--- src/rtl/ps2_rx_fifo_apb.sv ---
// Purpose: PS/2 device-to-host receiver feeding a byte FIFO, read and controlled over APB.
// Latency: byte enters the FIFO on the cycle its synchronised stop-bit falling edge is seen; irq is registered.
// Backpressure: none towards PS/2; a byte arriving at a full FIFO is dropped and OVF is flagged.
// Ports: clock/reset_n (async active-low); in_p* APB slave (zero wait states, in_pprot/in_pstrb ignored);
//        ps2_clk/ps2_data asynchronous PS/2 line inputs; irq level interrupt.
module ps2_rx_fifo_apb #(
    parameter int FIFO_DEPTH = 16,
    parameter int TIMEOUT    = 4096
) (
    input  logic        clock,
    input  logic        reset_n,
    input  logic [31:0] in_paddr,
    input  logic        in_psel,
    input  logic        in_penable,
    input  logic [2:0]  in_pprot,
    input  logic        in_pwrite,
    input  logic [31:0] in_pwdata,
    input  logic [3:0]  in_pstrb,
    output logic        in_pready,
    output logic [31:0] in_prdata,
    output logic        in_pslverr,
    input  logic        ps2_clk,
    input  logic        ps2_data,
    output logic        irq
);
    localparam int AW = (FIFO_DEPTH > 1) ? $clog2(FIFO_DEPTH) : 1;
    localparam int CW = AW + 1;
    localparam int TW = $clog2(TIMEOUT + 1);

    typedef enum logic [1:0] {IDLE, DATA, PARITY, STOP} rx_state_t;

    // Line synchronisers; clk_prev holds the previous synchronised clock for edge detection.
    logic clk_s1, clk_s2, clk_prev, dat_s1, dat_s2;
    always_ff @(posedge clock or negedge reset_n) begin
        if (!reset_n) begin
            clk_s1   <= 1'b1;
            clk_s2   <= 1'b1;
            clk_prev <= 1'b1;
            dat_s1   <= 1'b1;
            dat_s2   <= 1'b1;
        end else begin
            clk_s1   <= ps2_clk;
            clk_s2   <= clk_s1;
            clk_prev <= clk_s2;
            dat_s1   <= ps2_data;
            dat_s2   <= dat_s1;
        end
    end
    logic fall;
    assign fall = clk_prev & ~clk_s2;

    // Registers
    rx_state_t        state, state_n;
    logic [2:0]       bit_idx, bit_idx_n;
    logic [7:0]       shreg, shreg_n;
    logic             par, par_n;
    logic [TW-1:0]    tmo_cnt;
    logic [AW-1:0]    wr_ptr, rd_ptr, wr_ptr_n, rd_ptr_n;
    logic [CW-1:0]    count, count_n;
    logic             ovf, perr, ferr, en, irq_en;
    logic             ovf_n, perr_n, ferr_n, en_n, irq_en_n, irq_n;
    logic [7:0]       mem [FIFO_DEPTH];

    // APB decode
    logic access, rd_acc, wr_acc, sel_data, sel_status, sel_ctrl;
    assign access     = in_psel & in_penable;
    assign rd_acc     = access & ~in_pwrite;
    assign wr_acc     = access & in_pwrite;
    assign sel_data   = (in_paddr[3:0] == 4'h0);
    assign sel_status = (in_paddr[3:0] == 4'h4);
    assign sel_ctrl   = (in_paddr[3:0] == 4'h8);

    logic empty, full, flush, do_pop, do_push;
    logic push, perr_set, ferr_set, ovf_set;
    logic [2:0] w1c;
    assign empty   = (count == '0);
    assign full    = (count == CW'(FIFO_DEPTH));
    assign flush   = wr_acc & sel_ctrl & in_pwdata[2];
    assign do_pop  = rd_acc & sel_data & ~empty & ~flush;
    // A full FIFO still accepts a byte when the head leaves in the same cycle.
    assign do_push = push & (~full | do_pop) & ~flush;
    assign ovf_set = push & full & ~do_pop & ~flush;
    assign w1c     = (wr_acc & sel_status) ? in_pwdata[4:2] : 3'b000;

    // Receiver next state
    always_comb begin
        state_n   = state;
        bit_idx_n = bit_idx;
        shreg_n   = shreg;
        par_n     = par;
        push      = 1'b0;
        perr_set  = 1'b0;
        ferr_set  = 1'b0;
        if (!en) begin
            state_n = IDLE;
        end else if (fall) begin
            case (state)
                IDLE: begin
                    if (!dat_s2) begin
                        state_n   = DATA;
                        bit_idx_n = 3'd0;
                    end
                end
                DATA: begin
                    shreg_n   = {dat_s2, shreg[7:1]};
                    bit_idx_n = bit_idx + 3'd1;
                    if (bit_idx == 3'd7) state_n = PARITY;
                end
                PARITY: begin
                    par_n   = dat_s2;
                    state_n = STOP;
                end
                STOP: begin
                    state_n  = IDLE;
                    push     = dat_s2 & (^{shreg, par});
                    ferr_set = ~dat_s2;
                    perr_set = ~(^{shreg, par});
                end
                default: state_n = IDLE;
            endcase
        end else if (state != IDLE && tmo_cnt == TW'(TIMEOUT - 1)) begin
            state_n  = IDLE;
            ferr_set = 1'b1;
        end
    end

    // FIFO, flag and control next state
    always_comb begin
        wr_ptr_n = wr_ptr;
        rd_ptr_n = rd_ptr;
        count_n  = count;
        if (flush) begin
            wr_ptr_n = '0;
            rd_ptr_n = '0;
            count_n  = '0;
        end else begin
            if (do_push) wr_ptr_n = wr_ptr + 1'b1;
            if (do_pop)  rd_ptr_n = rd_ptr + 1'b1;
            if (do_push && !do_pop)      count_n = count + 1'b1;
            else if (!do_push && do_pop) count_n = count - 1'b1;
        end
        // Set wins over a same-cycle clear.
        ovf_n    = ovf_set  | (ovf  & ~w1c[0]);
        perr_n   = perr_set | (perr & ~w1c[1]);
        ferr_n   = ferr_set | (ferr & ~w1c[2]);
        en_n     = (wr_acc & sel_ctrl) ? in_pwdata[0] : en;
        irq_en_n = (wr_acc & sel_ctrl) ? in_pwdata[1] : irq_en;
        irq_n    = irq_en_n & ((count_n != '0) | ovf_n | perr_n | ferr_n);
    end

    always_ff @(posedge clock or negedge reset_n) begin
        if (!reset_n) begin
            state   <= IDLE;
            bit_idx <= '0;
            shreg   <= '0;
            par     <= 1'b0;
            tmo_cnt <= '0;
            wr_ptr  <= '0;
            rd_ptr  <= '0;
            count   <= '0;
            ovf     <= 1'b0;
            perr    <= 1'b0;
            ferr    <= 1'b0;
            en      <= 1'b1;
            irq_en  <= 1'b0;
            irq     <= 1'b0;
        end else begin
            state   <= state_n;
            bit_idx <= bit_idx_n;
            shreg   <= shreg_n;
            par     <= par_n;
            if (!en || state == IDLE || fall) tmo_cnt <= '0;
            else                              tmo_cnt <= tmo_cnt + 1'b1;
            wr_ptr  <= wr_ptr_n;
            rd_ptr  <= rd_ptr_n;
            count   <= count_n;
            ovf     <= ovf_n;
            perr    <= perr_n;
            ferr    <= ferr_n;
            en      <= en_n;
            irq_en  <= irq_en_n;
            irq     <= irq_n;
        end
    end

    // Storage needs no reset: only entries below count are ever read.
    always_ff @(posedge clock) begin
        if (do_push) mem[wr_ptr] <= shreg;
    end

    // APB response
    assign in_pready  = access;
    assign in_pslverr = access & ~(sel_data | sel_status | sel_ctrl);
    always_comb begin
        in_prdata = 32'h0;
        if (rd_acc) begin
            if (sel_data && !empty) in_prdata = {23'b0, 1'b1, mem[rd_ptr]};
            else if (sel_status)    in_prdata = {16'b0, 8'(count), 3'b0, ferr, perr, ovf, full, empty};
            else if (sel_ctrl)      in_prdata = {30'b0, irq_en, en};
        end
    end

    logic unused_bits;
    assign unused_bits = ^{in_pprot, in_pstrb, in_paddr[31:4], in_pwdata[31:5]};
endmodule

--- config.mk ---
export PLATFORM = sky130hd
export DESIGN_NAME = ps2_rx_fifo_apb
export DESIGN_NICKNAME = d
export VERILOG_FILES = /design/src/rtl/ps2_rx_fifo_apb.sv
export SDC_FILE = /design/constraint.sdc
export NUM_CORES = 1
export LEC_CHECK = 0
export ABC_AREA = 1
export ABC_CLOCK_PERIOD_IN_PS = 3300
export CAP_MARGIN = 0
export CORE_ASPECT_RATIO = 0.5
export CORE_MARGIN = 2
export CORE_UTILIZATION = 55
export DETAILED_ROUTE_END_ITERATION = 7
export PLACE_DENSITY = 0.77
export SYNTH_ARGS = -nofsm -noshare
export SYNTH_HDL_FRONTEND = slang
export SYNTH_SLANG_ARGS = --single-unit
--- constraint.sdc ---
create_clock -name clock -period 3.3 [get_ports clock]
set_input_delay 0.825 -clock clock [delete_from_list [all_inputs] [get_ports clock]]
set_output_delay 0.825 -clock clock [all_outputs]
set_load 0.005 [all_outputs]
==> impl_metrics.csv, run 1 <==
group,metric,value,unit
place,hpwl,12.7,mm
die,dieArea,0.0158,mm²
clock_tree,clock_path_buffers,2,
clock_tree,clk_latency,0.43,ns
clock_tree,cts.sinks,179,
critical_path,critPathBufInv,4,
status,violations,"setup timing",
timing,worst_pin_slew,0.796,ns
timing,max_freq,300,MHz
synth,synth-async-reset-ratio,28.5,%
timing,period_needed,3.33,ns
global_route,grt_pass1_vias,6001,
status,status,"finished, violations left",
detailed_routing,ant_nets,0,
synth,synth_xor_area_share,0.431,%
detailed_routing,drt-vias-per-instance,5.79,
critical_path,reg2reg_from,"count[0]",
clock_tree,cts_tree,"yes",
critical_path,cp.depth,9,
critical_path,crit_end,"in_prdata[3]",
die,start_util,56.2,%
die,die_x,176,µm
global_route,antenna_found_initial,0,
synth,synth_common_cells,"138 x nand2_1, 128 x edfxtp_1, 82 x nor2_1",
detailed_routing,drt-total-wl,21.1,mm
synth,synth_compound_area_share,10.4,%
timing,hold_viol,0,
synth,synth_top_family_by_area,"simple AND/OR/NAND/NOR gates",
global_route,grt_max_degree,39,
critical_path,path_max_fanout,6,
critical_path,worstSetupStartpoint,"rd_ptr[1]",
synth,synth_top_cell_by_area,"edfxtp_1",
synth,post_synth_num_cell_types,45,
detailed_routing,drt-initial-drc-count,637,
critical_path,start_kind,"flop",
critical_path,crit_family,"buffers and inverters",
critical_path,crit_arrival,2.51,ns
critical_path,end_kind,"output pin",
detailed_routing,drc,0,
cells_and_area,final_area,0.00995,mm²
critical_path,worstReg2RegEnd,"mem[8][5]",
place,io_buffers,31,
critical_path,max_stage_delay,0.48,ns
synth,yosys.area_share.adder,2.46,%
detailed_routing,drtPass1Iterations,5,
critical_path,ff2ff_path_depth,14,
synth,yosys_warnings,0,
power_and_ir_drop,irDropWorstVdd,0.490,mV
power_and_ir_drop,p_leak,4.10,nW
die,die_y,90.0,µm
synth,synth_area_leaders,"edfxtp_1 47%, dfrtp_1 14%, nand2_1 6.4%",
global_route,overflow,0,
synth,syn_inst,768,
timing,finalCritPeriodShare,101,%
timing,skew,0.0107,ns
die,pin_count,113,
timing,fin_setup_tns,-0.0301,ns
synth,synthMuxAreaShare,0,%
cells_and_area,n_antenna_cell,0,
place,dpl_cell_area,0.00900,mm²
critical_path,critPathSlowestCell,"dfrtp_2",
cells_and_area,area_growth,22.5,%
synth,synth_ff_type,"edfxtp_1",
cells_and_area,drive_above_1_share,20.5,%
synth,synth_top_cell_area_share,47.3,%
synth,yosysSeqAreaShare,63.1,%
detailed_routing,vias,6319,
clock_tree,ctsHoldBuffers,0,
clock_tree,clkTransAtPathRegs,0.07,ns
critical_path,crit_chain,"inv_4 > dlymetal6s2s_1 > o21ai_0 > o221ai_1 > nand4_1 > o21ai_1 > buf_4 > a32o_1 > dlygate4sd2_1",
synth,synth-simple-area-share,17.4,%
timing,whs,0.359,ns
min_path,min_path_type,"reg2reg",
detailed_routing,wl_per_cell,19.3,µm
synth,synth_edf_count,128,
cells_and_area,fin_nets,974,
die,rows,31,
synth,ys_ff_latch,179,
critical_path,rrSetupSlack,0.34,ns
place,gp_congestion,0.876,
synth,synth_most_common_cell,"nand2_1",
power_and_ir_drop,power_density,624,mW/mm²
clock_tree,clock-root-buffer,"clkbuf_16",
critical_path,required,2.47,ns
clock_tree,cts_buffers,17,
timing,finalSetupViolCount,1,
die,coreArea,0.0145,mm²
critical_path,critical_path_class,"reg2out",
timing,finalMaxSlewViolations,0,
timing,fin_ws,-0.0301,ns
run,max-cap-violations,0,
timing,maxSlewHeadroom,46.7,%
global_route,grt_util_all_layers,26.2,%
synth,avgSynthCellArea,10.6,µm²
synth,syn_area,0.00813,mm²
global_route,grt_pass1_wl,31.5,mm
clock_tree,htree_num_levels,4,
==> worst register-to-register path: stages (launching register included) <==
cell and delay (ns):
dfrtp_1 0.42, inv_1 0.13, ha_1 0.23, nand3_1 0.18, nand3_4 0.17, nor2_8 0.15
buf_6 0.13, inv_8 0.05, buf_4 0.15, nand2_4 0.07, nand2_4 0.08, a31oi_2 0.22
nand2_1 0.19, nor3_1 0.26, buf_4 0.26
==> layer usage <==
| layer | share of wire (%) | GRT usage (%) |
|---|---|---|
| met1 | 38 | 34.9 |
| met5 | 0 | 0 |
| met2 | 48 | 43.2 |
| met4 | 3.4 | 9.23 |
| met3 | 10 | 5.37 |
==> cell type report <==
type | count | area [µm²]
clock inverters | 15 | 164
repair buffers | 117 | 1030
inverters | 71 | 285
flip-flops and latches | 179 | 5130
multi-input cells | 494 | 2670
well taps | 198 | 248
clock buffers | 17 | 425
fillers | 959 | 4510
==> worst min-delay path by stage <==
stage                     cells past startpoint  startpoint     end
after CTS                                     0      clk_s1  clk_s2
after global routing                          0      clk_s1  clk_s2
after floorplan                               0      clk_s1  clk_s2
after global placement                        0      dat_s1  dat_s2
final                                         0      clk_s1  clk_s2
after detailed placement                      0      clk_s1  clk_s2
==> placed cells by master (no fill, tap or decap), types with 3 or more instances in the layout <==
cell and n:
a221oi_1 3, conb_1 19, nor3b_1 6, ha_1 16
nor2_8 3, clkinvlp_4 6, o21ai_1 6, edfxtp_1 128
o21ai_0 67, inv_2 6, inv_6 4, nor3_1 11
clkbuf_2 3, xor2_1 4, dfstp_2 6, o22ai_1 8
dlygate4sd2_1 8, clkdlybuf4s50_1 14, a21oi_1 25, nand2_1 137
inv_1 61, o211ai_1 5, o21ai_2 3, a21oi_2 3
nor2_2 8, nor2_1 78, clkbuf_16 20, nand2_4 3
nand4_1 4, o221ai_1 8, nor2_4 3, buf_6 5
buf_4 74, dfrtp_2 4, dfrtp_1 41, buf_2 3
nand3_1 46, inv_8 5
==> registers in the layout (all words and copies together) (netlist names), 2 cells and up <==
name     cells
mem        128
tmo_cnt     13
shreg        8
count        5
rd_ptr       4
wr_ptr       4
bit_idx      3
state        2
==> what timing repair did <==
item / CTS / global route
setup endpoints to repair: 14 / 9
pin swaps: 15 / 13
gates cloned: 0 / 3
buffers inserted: 10 / 13
gates resized for setup: 52 / 30
==> power by group <==
group	leakage, nW	switching, mW	internal (mW)
Sequential	1.80	0.121	2.59
Combinational	2.03	0.931	0.538
Clock	0.274	0.950	1.08
==> logic make-up (layout without fill, tap and decap cells) <==
group | after synthesis | after routing
and+or+nand+nor | 310 | 310
DFF | 179 | 179
AOI/OAI and AO/OA | 145 | 145
buffers and inverters | 113 | 220
adders and majority gates | 16 | 16
xor gates and xnor gates | 4 | 4
other | 1 | 19
==> per-stage QoR <==
stage | utilization [%] | total power [mW] | cells | worst slack (ns)
4_1_cts | 67.2 | 6.00 | 1075 | -0.0710
3_3_place_gp | 62.2 | 3.90 | 1034 | -0.304
5_1_grt | 68.8 | 6.44 | 1091 | -0.123
3_5_place_dp | 62.2 | 3.94 | 1034 | -0.366
6_report | 68.8 | 6.21 | 1091 | -0.0301
2_1_floorplan | - | 3.46 | 786 | 0.337
(Power assumes the default switching activity.)
==> inputs of run 2 (changes only) <==
--- a/config.mk
+++ b/config.mk
@@ -7,12 +7,12 @@
 export LEC_CHECK = 0
 export ABC_AREA = 1
 export ABC_CLOCK_PERIOD_IN_PS = 3300
-export CAP_MARGIN = 0
+export CAP_MARGIN = 20
 export CORE_ASPECT_RATIO = 0.5
 export CORE_MARGIN = 2
-export CORE_UTILIZATION = 55
+export CORE_UTILIZATION = 45
 export DETAILED_ROUTE_END_ITERATION = 7
-export PLACE_DENSITY = 0.77
+export PLACE_DENSITY = 0.65
 export SYNTH_ARGS = -nofsm -noshare
 export SYNTH_HDL_FRONTEND = slang
 export SYNTH_SLANG_ARGS = --single-unit
==> run 2 against run 1 <==
Compared with the run above: the flow still finishes with violations (setup timing); routed wire length fell by 9.4%; design area fell by 0.19%; global-route usage fell by 5.8 points; total power fell by 2.1%; die area rose by 21%; register-to-register slack improved by 0.05 ns; non-clock buffer count fell by 10; worst setup slack got worse by 0.088 ns; combinational power fell by 12%; first-iteration DRC count fell by 42%; critical path type unchanged; largest cell class unchanged; largest power group unchanged.
==> impl_metrics.csv, run 2 (synthesized netlist as in run 1, its figures left out) <==
group,metric,value,unit
die,rows,34,
detailed_routing,drc,0,
place,dpl_cell_area,0.00911,mm²
global_route,grt_max_degree,39,
power_and_ir_drop,irDropWorstVdd,0.414,mV
cells_and_area,final_cell_mix,"136 x nand2_1, 128 x edfxtp_1, 80 x nor2_1",
power_and_ir_drop,power_density,612,mW/mm²
cells_and_area,fin_nets,964,
clock_tree,clock-root-buffer,"clkbuf_16",
detailed_routing,ant_nets,0,
cells_and_area,fillers,1455,
clock_tree,clk_latency,0.44,ns
cells_and_area,layout_commonest_cell,"nand2_1",
critical_path,cp.depth,10,
clock_tree,cts.sinks,179,
clock_tree,cts_buffers,17,
timing,max_freq,293,MHz
critical_path,required,2.47,ns
global_route,grt_util_all_layers,20.4,%
die,die_x,194,µm
cells_and_area,top_regs,"mem: 128 flops, tmo_cnt: 13 flops, shreg: 8 flops",
clock_tree,ctsHoldBuffers,0,
global_route,grt_pass1_vias,5685,
global_route,overflow,0,
timing,skew,0.00999,ns
timing,rsz0062_at_grt,"true",
detailed_routing,wl_per_cell,17.1,µm
power_and_ir_drop,p_leak,4.14,nW
critical_path,crit_family,"buffers and inverters",
critical_path,start_kind,"flop",
timing,fin_ws,-0.118,ns
timing,whs,0.348,ns
critical_path,critical_path_class,"reg2out",
die,coreArea,0.0175,mm²
place,io_buffers,31,
detailed_routing,drt-vias-per-instance,5.29,
cells_and_area,final_area,0.00994,mm²
timing,finalSetupViolCount,1,
die,die_y,99.0,µm
clock_tree,cts_tree,"yes",
place,hpwl,12.8,mm
critical_path,critPathSlowestCell,"clkdlybuf4s50_1",
clock_tree,clock_path_buffers,2,
critical_path,crit_chain,"clkinv_2 > buf_12 > buf_4 > o21ai_1 > o22ai_2 > o211ai_1 > a21oi_4 > o21ai_2 > inv_1 > clkdlybuf4s50_1",
cells_and_area,area_growth,22.3,%
global_route,grt_pass1_wl,29.9,mm
clock_tree,htree_num_levels,4,
place,preCtsSetupSlack,-0.325,ns
critical_path,path_max_fanout,19,
cells_and_area,drive_above_1_share,19.0,%
global_route,use_met3,3.73,%
critical_path,end_kind,"output pin",
timing,maxSlewHeadroom,50.8,%
status,violations,"setup timing",
detailed_routing,drt-initial-drc-count,367,
cells_and_area,largest_register_ffs,128,
die,start_util,46.4,%
critical_path,crit_arrival,2.59,ns
detailed_routing,vias,5905,
clock_tree,clkTransAtPathRegs,0.07,ns
timing,finalCritPeriodShare,104,%
detailed_routing,drt-total-wl,19.1,mm
timing,hold_viol,0,
critical_path,critPathBufInv,5,
run,max-cap-violations,0,
detailed_routing,drtPass1Iterations,5,
place,gp_congestion,0.826,
min_path,min_path_type,"in2async",
die,pin_count,113,
critical_path,max_stage_delay,0.44,ns
die,dieArea,0.0192,mm²
global_route,top_usage_layer,"met2",
critical_path,ff2ff_path_depth,15,
cells_and_area,n_antenna_cell,0,
global_route,antenna_found_initial,0,
timing,finalMaxSlewViolations,0,
cells_and_area,registers.top_by_ff_count,"mem",
timing,worst_pin_slew,0.735,ns
global_route,grtUsageMet2,33.5,%
global_route,use_met1,27.4,%
status,status,"finished, violations left",
timing,period_needed,3.42,ns
power_and_ir_drop,p_total,6.08,mW
run 2: path summary, 6_finish.rpt:
kind / start / endpoint / slack (ns)
max: rd_ptr[0] / in_prdata[1] / -0.12
min: reset_n / shreg[4] / 0.35
max reg2reg: count[0] / mem[4][1] / 0.39
min reg2reg: dat_s1 / dat_s2 / 0.36
max in group asynchronous: reset_n / clk_s2 / 2.26
min in group clock: dat_s1 / dat_s2 / 0.36
run 2: area by class of cell:
cell class / count / area, µm² / share of cell area, %
flip-flops and latches: 179 / 5130 / 51.7
multi-input cells: 494 / 2680 / 26.9
repair buffers: 107 / 948 / 9.55
clock buffers: 17 / 425 / 4.28
well taps: 234 / 293 / 2.95
inverters: 71 / 273 / 2.75
clock inverters: 15 / 189 / 1.90
run 2: repair_timing:
item | CTS | global route
gates resized for setup | 32 | 27
pin swaps | 6 | 13
setup buffers | 4 | 5
setup endpoints to repair | 13 | 11
run 2: layer usage:
metal / part of all wire (%) / vias to the layer above
li1: - / 2831
met1: 44 / 2859
met2: 47 / 187
met3: 6.3 / 28
met4: 2.0 / 0
met5: 0 / -
run 2: metrics by stage:
stage,utilization [%],TNS (ns),std cells
finish,56.7,-0.118,1117
global route,56.7,-0.296,1117
global placement,52.0,-6.63,1076
floorplan,-,0,786
detailed placement,52.0,-9.07,1076
CTS,56.1,-0.924,1112
run 2: report_power, final:
part / internal (mW) / switching [mW]
clock network: 1.09 / 0.975
registers: 2.59 / 0.129
logic: 0.459 / 0.827
